### config.mk
export PLATFORM = sky130hd
export DESIGN_NAME = conv_window_generator
export DESIGN_NICKNAME = d
export VERILOG_FILES = /design/src/rtl/cnn_pkg.sv /design/src/rtl/conv_line_buffer.sv /design/src/rtl/conv_window_generator.sv
export SDC_FILE = /design/constraint.sdc
export NUM_CORES = 1
export LEC_CHECK = 0
export CORE_UTILIZATION = 45
export DETAILED_ROUTE_END_ITERATION = 10
export PLACE_DENSITY_LB_ADDON = 0.15
export SLEW_MARGIN = 20
export SYNTH_ARGS = -nofsm -noshare
export SYNTH_HDL_FRONTEND = slang
export SYNTH_HIERARCHICAL = 1
export SYNTH_SLANG_ARGS = --single-unit
### constraint.sdc
create_clock -name clk -period 5.2 [get_ports clk]
set_input_delay 0.78 -clock clk [delete_from_list [all_inputs] [get_ports clk]]
set_output_delay 0.78 -clock clk [all_outputs]
set_load 0.05 [all_outputs]
### src/rtl/cnn_pkg.sv
// Shared CNN datapath definitions: pixel type, default geometry and a small
// address-width helper used by the window generator and its line buffers.
package cnn_pkg;

    localparam int PIXEL_WIDTH     = 8;
    localparam int DEF_KERNEL_SIZE = 5;
    localparam int DEF_IMG_WIDTH   = 28;
    localparam int DEF_IMG_HEIGHT  = 28;

    typedef logic [PIXEL_WIDTH-1:0] pixel_t;

    // Counter/address width for a range of 'depth' values, never narrower than one bit.
    function automatic int addr_bits(input int depth);
        return (depth > 1) ? $clog2(depth) : 1;
    endfunction

endpackage

### src/rtl/conv_line_buffer.sv
// One image row of pixel storage. Reads are combinational so the stored column
// is available in the same cycle it is overwritten (read-before-write).
module conv_line_buffer
    import cnn_pkg::*;
#(
    parameter int WIDTH = PIXEL_WIDTH,
    parameter int DEPTH = DEF_IMG_WIDTH,
    localparam int AW   = addr_bits(DEPTH)
) (
    input  logic             clk,
    input  logic             we,
    input  logic [AW-1:0]    addr,
    input  logic [WIDTH-1:0] wdata,
    output logic [WIDTH-1:0] rdata
);

    logic [WIDTH-1:0] mem [DEPTH];

    assign rdata = mem[addr];

    // Contents are intentionally not reset; nothing reads them before they are rewritten.
    always_ff @(posedge clk) begin
        if (we) begin
            mem[addr] <= wdata;
        end
    end

endmodule

### src/rtl/conv_window_generator.sv
// Turns a raster-order pixel stream into KERNEL_SIZE x KERNEL_SIZE sliding windows
// (stride 1, no padding) laid out to feed the PE pic[] port directly.
module conv_window_generator
    import cnn_pkg::*;
#(
    parameter int WIDTH       = PIXEL_WIDTH,
    parameter int KERNEL_SIZE = DEF_KERNEL_SIZE,
    parameter int IMG_WIDTH   = DEF_IMG_WIDTH,
    parameter int IMG_HEIGHT  = DEF_IMG_HEIGHT
) (
    input  logic             clk,
    input  logic             rst,
    input  logic [WIDTH-1:0] pix_in,
    input  logic             pix_valid,
    output logic             pix_ready,
    output logic [WIDTH-1:0] window [KERNEL_SIZE*KERNEL_SIZE-1:0],
    output logic             window_valid,
    input  logic             window_ready,
    output logic             frame_done
);

    localparam int K  = KERNEL_SIZE;
    localparam int NB = K - 1;
    localparam int CW = addr_bits(IMG_WIDTH);
    localparam int RW = addr_bits(IMG_HEIGHT);

    logic [CW-1:0]    col;
    logic [RW-1:0]    row;
    logic             stall;
    logic             acc;
    logic             col_last;
    logic             row_last;
    logic             at_output;
    logic [WIDTH-1:0] lb_rdata [NB];
    logic [WIDTH-1:0] lb_wdata [NB];
    logic [WIDTH-1:0] new_col  [K];

    assign stall     = window_valid && !window_ready;
    assign pix_ready = !stall;
    assign acc       = pix_valid && pix_ready;
    assign col_last  = (col == CW'(IMG_WIDTH - 1));
    assign row_last  = (row == RW'(IMG_HEIGHT - 1));
    assign at_output = (row >= RW'(K - 1)) && (col >= CW'(K - 1));

    // Line buffers form a vertical shift chain: buffer 0 holds the previous row,
    // buffer NB-1 the oldest row still inside the window.
    for (genvar i = 0; i < NB; i++) begin : g_lb
        if (i == 0) begin : g_head
            assign lb_wdata[i] = pix_in;
        end else begin : g_tail
            assign lb_wdata[i] = lb_rdata[i-1];
        end

        conv_line_buffer #(
            .WIDTH (WIDTH),
            .DEPTH (IMG_WIDTH)
        ) u_line_buffer (
            .clk   (clk),
            .we    (acc),
            .addr  (col),
            .wdata (lb_wdata[i]),
            .rdata (lb_rdata[i])
        );
    end

    always_comb begin
        for (int r = 0; r < K - 1; r++) begin
            new_col[r] = lb_rdata[K-2-r];
        end
        new_col[K-1] = pix_in;
    end

    always_ff @(posedge clk) begin
        if (rst) begin
            col        <= '0;
            row        <= '0;
            frame_done <= 1'b0;
        end else begin
            frame_done <= acc && col_last && row_last;
            if (acc) begin
                if (col_last) begin
                    col <= '0;
                    row <= row_last ? '0 : row + 1'b1;
                end else begin
                    col <= col + 1'b1;
                end
            end
        end
    end

    // A new window loads on every accepted pixel; valid follows only when the
    // bottom-right pixel sits at a position where the whole window is inside the image.
    always_ff @(posedge clk) begin
        if (rst) begin
            window_valid <= 1'b0;
            for (int j = 0; j < K * K; j++) begin
                window[j] <= '0;
            end
        end else if (acc) begin
            window_valid <= at_output;
            for (int r = 0; r < K; r++) begin
                for (int c = 0; c < K - 1; c++) begin
                    window[r*K+c] <= window[r*K+c+1];
                end
                window[r*K+K-1] <= new_col[r];
            end
        end else if (window_ready) begin
            window_valid <= 1'b0;
        end
    end

endmodule
After elaboration in Yosys (flattened, before gate mapping)
Memories as Yosys holds them, arrays and structs flattened. A register that Yosys moved wholly into a read port is not among the register bits.
Cells that the tools add are included.
Widths: inputs -> output; s select.
{ "word_totals": {"in_bits": 12, "mem_count": 4, "ram_bits": 896, "ff_bits": 204} }
{ "memory_table": {"columns": ["name", "words", "word_bits", "read_ports", "rd_clocked_by_memory_dff", "wr", "line_no", "rtl"], "rows": [
  ["g_lb[0].u_line_buffer.mem", 28, 8, 1, 1, 1, "conv_line_buffer.sv:17", "logic [WIDTH-1:0] mem [DEPTH];"],
  ["g_lb[1].u_line_buffer.mem", 28, 8, 1, 1, 1, "conv_line_buffer.sv:17", null],
  ["g_lb[2].u_line_buffer.mem", 28, 8, 1, 1, 1, "conv_line_buffer.sv:17", null],
  ["g_lb[3].u_line_buffer.mem", 28, 8, 1, 1, 1, "conv_line_buffer.sv:17", null]
]} }
{ "op_classes": {"n_addsub": 2, "n_eq_ne": 2, "order_cmp": 2, "n_reduce_logical": 9, "muxes": 12} }
{ "op_table": {"columns": ["cell", "n"], "rows": [
  ["$mux 5", 8],
  ["$add 5x1->5 const B", 2],
  ["$eq 5x5->1 const B", 2],
  ["$ge 5x3->1 const B", 2],
  ["$logic_and 1x1->1", 5],
  ["$mux 1", 4],
  ["$logic_not 1->1", 2],
  ["$reduce_and 2->1", 1],
  ["$reduce_bool 2->1", 1]
]} }

Logic depth before layout (Yosys ltp)
{ "depth": {"word_depth": 6, "mapped_depth": 9} }

Cells and area by module
Netlist, hierarchy kept.
{ "by_module_without_submodules": {"columns": ["mod", "area_per_inst_um2", "cells_per_inst", "seq_area_each_um2", "instances"], "rows": [
  ["conv_line_buffer", 8799.7, 454, 6726.5, 4],
  ["conv_window_generator", 7433.4, 941, 4244.1, 1]
]} }

Worst setup path before layout
No wires, ideal clock.
{ "synth_path": {"kind": "in2reg", "start": "in window_ready", "end": "mem g_lb[0].u_line_buffer/mem[4][0] (netlist bit), enable pin", "arrival_ps": 3141, "setup_ps": 383, "path_stages": 8, "t_required_ps": 4817, "n_path_buf": 3, "path_slack_ps": 1676, "path_cell_list": "nand2b_1 clkbuf_2 nand2_2 inv_2 clkbuf_1 or3b_1 clkbuf_1 nor3_1"} }
{ "synth_via": {"elab_chain_len": 6} }
{ "synth_rtl": {"columns": ["element", "line_no", "rtl"], "rows": [
  ["start: declaration", "conv_window_generator.sv:18", "input logic window_ready,"],
  ["$logic_not 1->1", "conv_window_generator.sv:38", "assign stall = window_valid && !window_ready;"],
  ["$logic_and 1x1->1", "conv_window_generator.sv:38", null],
  ["$logic_not 1->1", "conv_window_generator.sv:39", "assign pix_ready = !stall;"],
  ["via pix_ready", "conv_window_generator.sv:15", "output logic pix_ready,"],
  ["$logic_and 1x1->1", "conv_window_generator.sv:40", "assign acc = pix_valid && pix_ready;"],
  ["via acc", "conv_window_generator.sv:30", "logic acc;"],
  ["$mux 1", "conv_line_buffer.sv:23", "if (we) begin"],
  ["$mux 1 (implied by the code)", "conv_line_buffer.sv:24", "mem[addr] <= wdata;"],
  ["end: declaration", "conv_line_buffer.sv:17", null]
]} }
The timed path passes the listed nets, and every way through them passes these cells.

==> flow_metrics.tcl <==
set metrics [dict create \
    postSynth.asyncResetShare 0 \
    ff2ff_setup_slack_ps 1620 \
    p_int_mw 15.18 \
    p_clk_frac 0.425 \
    fin_skew_ps 23.78 \
    syn_area_per_cell_um2 15.46 \
    crit_family "buffers and inverters" \
    syn_inst 2757 \
    drive_gt1_frac 0.1350 \
    antenna_left 0 \
    start_kind "flip-flop" \
    mostFrequentLayoutCells "edfxtp_1 (896), nand2_1 (491), clkdlybuf4s50_1 (209), a21oi_1 (208), dfxtp_1 (207)" \
    crit_required_ps 5730 \
    crit_type "flip-flop to flip-flop" \
    yosysSeqAreaShare 0.7307 \
    drt-pass1-iter-count 7 \
    worstHoldStart "window[83]" \
    ctsHtreeMaxLevel 3 \
    die_h_um 309.8 \
    slowest_stage "dfxtp_4" \
    cts.sinks 1108 \
    cp-end-kind "flip-flop" \
    synth_top_flop_cell "edfxtp_1" \
    p_sw_frac 0.2197 \
    relSlewSlack 0.2750 \
    r2r-start "col[0]" \
    pin_count 215 \
    critical_path.startpoint "col[0]" \
    setup_tns_ps 0 \
    crit_path_frequent_cell "buf_4" \
    dp.cells 4135 \
    numPortBuffers 214 \
    hold_slack_ps 454.8 \
    grt_pass1_vias 24120 \
    drtIter0Drc 2371 \
    critPathMaxFanout 52 \
    path_cells "buf_4, buf_4, mux4_2, a22oi_1, nand4_1, buf_4, nand2_1, a21oi_1" \
    clock_latency_ps 690 \
    hold_violations 0 \
    ys_ff_latch 1108 \
    grt_pass1_wl_um 153800 \
    viasPerCell 5.598 \
    post_cts_resized 0 \
    p_sw_mw 4.273 \
    global_route.usage.total 0.2155 \
    yosys.cell_types.count 48 \
    pwr-share-seq 0.509 \
    cts_hold_buf 0 \
    crit_buf_inv 3 \
    place_hpwl_um 64840 \
    synth_nets 2773 \
    fin_nets 3013 \
    clkTransAtPathRegs_ps 60 \
    synth.cell_area_um2 42630 \
    hold_class "flip-flop to flip-flop" \
    p_comb_frac 0.066 \
    core_area_um2 93610 \
    synth_largest_area_cell "edfxtp_1" \
    worst_pin_slew_ps 1088 \
    num_vias 24320 \
    start_util 0.4554 \
    avgRoutedWirePerCell_um 23.86 \
    grt_overflow 0 \
    postCtsSetupBuffers 0 \
    cp_slowest_stage_delay_ps 890 \
    gp_congestion 0.8207 \
    drc 0 \
    grt_max_degree 138 \
    cts_tree "built" \
    root_buffer "clkbuf_16" \
    rsz0062_at_grt "false" \
    dieArea_um2 95970 \
    arrival_ps 4110 \
    layoutNonFillerInstCount 4344 \
    synth_edf_count 896 \
    synthTopCellsByArea "edfxtp_1 (63%), dfxtp_1 (10%), mux4_2 (7.2%)" \
    numCtsBuffers 113 \
    synth_top_area_share 0.6311 \
    fill_cells 7636 \
    num_rows 112 \
    total_power_mw 19.45 \
    antenna_found_initial 1 \
    drv_cap 0 \
    outcome "complete, no violations" \
    finalWorstPathRequiredPeriod_ps 3581 \
    finalSetupViolCount 0 \
    antenna_cells 0 \
    drv_slew 0 \
    max_freq_ghz 0.2793 \
    power.leakage_nw 15.46 \
    fin_crit_sh 0.6886 \
    totalWireLength_um 103600 \
    mostFrequentLayoutCell "edfxtp_1" \
    syn2layout_area_growth_pct 17.19 \
    die_w_um 309.8 \
    yosys_warnings 6 \
    peakVddDrop_mv 0.3270 \
    clockBufferDepth 3 \
    power_density_nw_per_um2 389.3 \
]
flip-flops by register name, indices dropped and copies added (netlist names):
name	count
col	5
window	200
row	5
window_valid	1
g_lb.u_line_buffer/mem	896
frame_done	1
area by class of cell:
type,count,area (um2),area share
multi-input cells,1461,10530,0.2108
repair buffers,298,2806,0.05617
clock buffers,146,3088,0.06181
well taps,1254,1569,0.03140
inverters,15,63.81,0.001277
flip-flops and latches,1108,31170,0.6238
clock inverters,62,735.7,0.01473
per-layer routing:
metal | global-route usage | wire length (um) | share of wire | vias up
li1 | - | - | - | 10960
met1 | 0.2999 | 45020 | 0.43 | 12440
met2 | 0.3503 | 50150 | 0.48 | 767
met3 | 0.03723 | 6165 | 0.059 | 147
met4 | 0.05843 | 2302 | 0.022 | 0
met5 | 0 | 0 | 0 | -
through the flow:
step	setup slack, ps	area, um2	utilization
after floorplan	1676	42630	-
after global placement	1254	46120	0.4926
after detailed placement	1146	46120	0.4926
after CTS	1551	49940	0.5335
after global routing	1383	49960	0.5337
final	1619	49960	0.5337
power by group through the flow:
stage                     registers, mW  clock network [mW]  logic [mW]
after global placement             10.1                   0        1.28
final                              9.90                8.26        1.29
after detailed placement           10.1                   0        1.30
after floorplan                    10.2                   0       0.656
after global routing               9.91                8.73        1.37
after CTS                          9.91                8.41        1.30
synthesized netlist by cell type, drive strengths merged (4+ instances only):
master   number
nor3         41
or3b         12
inv          15
nand2       492
nor3b         9
nand3         9
nand2b        6
nand4        50
a21oi       208
mux2          5
ha            4
o31a          4
o21ai        44
a32oi         4
a221oi       24
edfxtp      896
nand3b       17
a2111oi       4
nor2b        25
and3b         5
clkbuf       67
nor2         94
dfxtp       212
o22ai        12
and2         13
buf         106
mux4        136
mux2i       177
a22oi        48
or3          11
worst min-delay path, cell delays in order (launching register included):
cell	delay, ps
dfxtp_1	310
nand2_1	50
a21oi_1	50
final timing paths:
kind / endpoint / depth (start not counted)
setup / recovery: window[154] / 8
hold / removal: window[83] / 2
setup reg to reg: window[154] / 8
hold reg to reg: window[83] / 2
cell families (layout without fill, tap and decap cells):
| group | count (synthesis) | after routing | share of synthesized area |
|---|---|---|---|
| flops | 1108 | 1108 | 0.7307 |
| fa+ha+maj | 4 | 4 | 0.001174 |
| buf+inv | 188 | 521 | 0.02292 |
| simple gates | 787 | 787 | 0.08250 |
| compound gates | 352 | 352 | 0.04801 |
| mux | 318 | 318 | 0.1147 |
No activity file was read; power rests on OpenSTA's default activity.
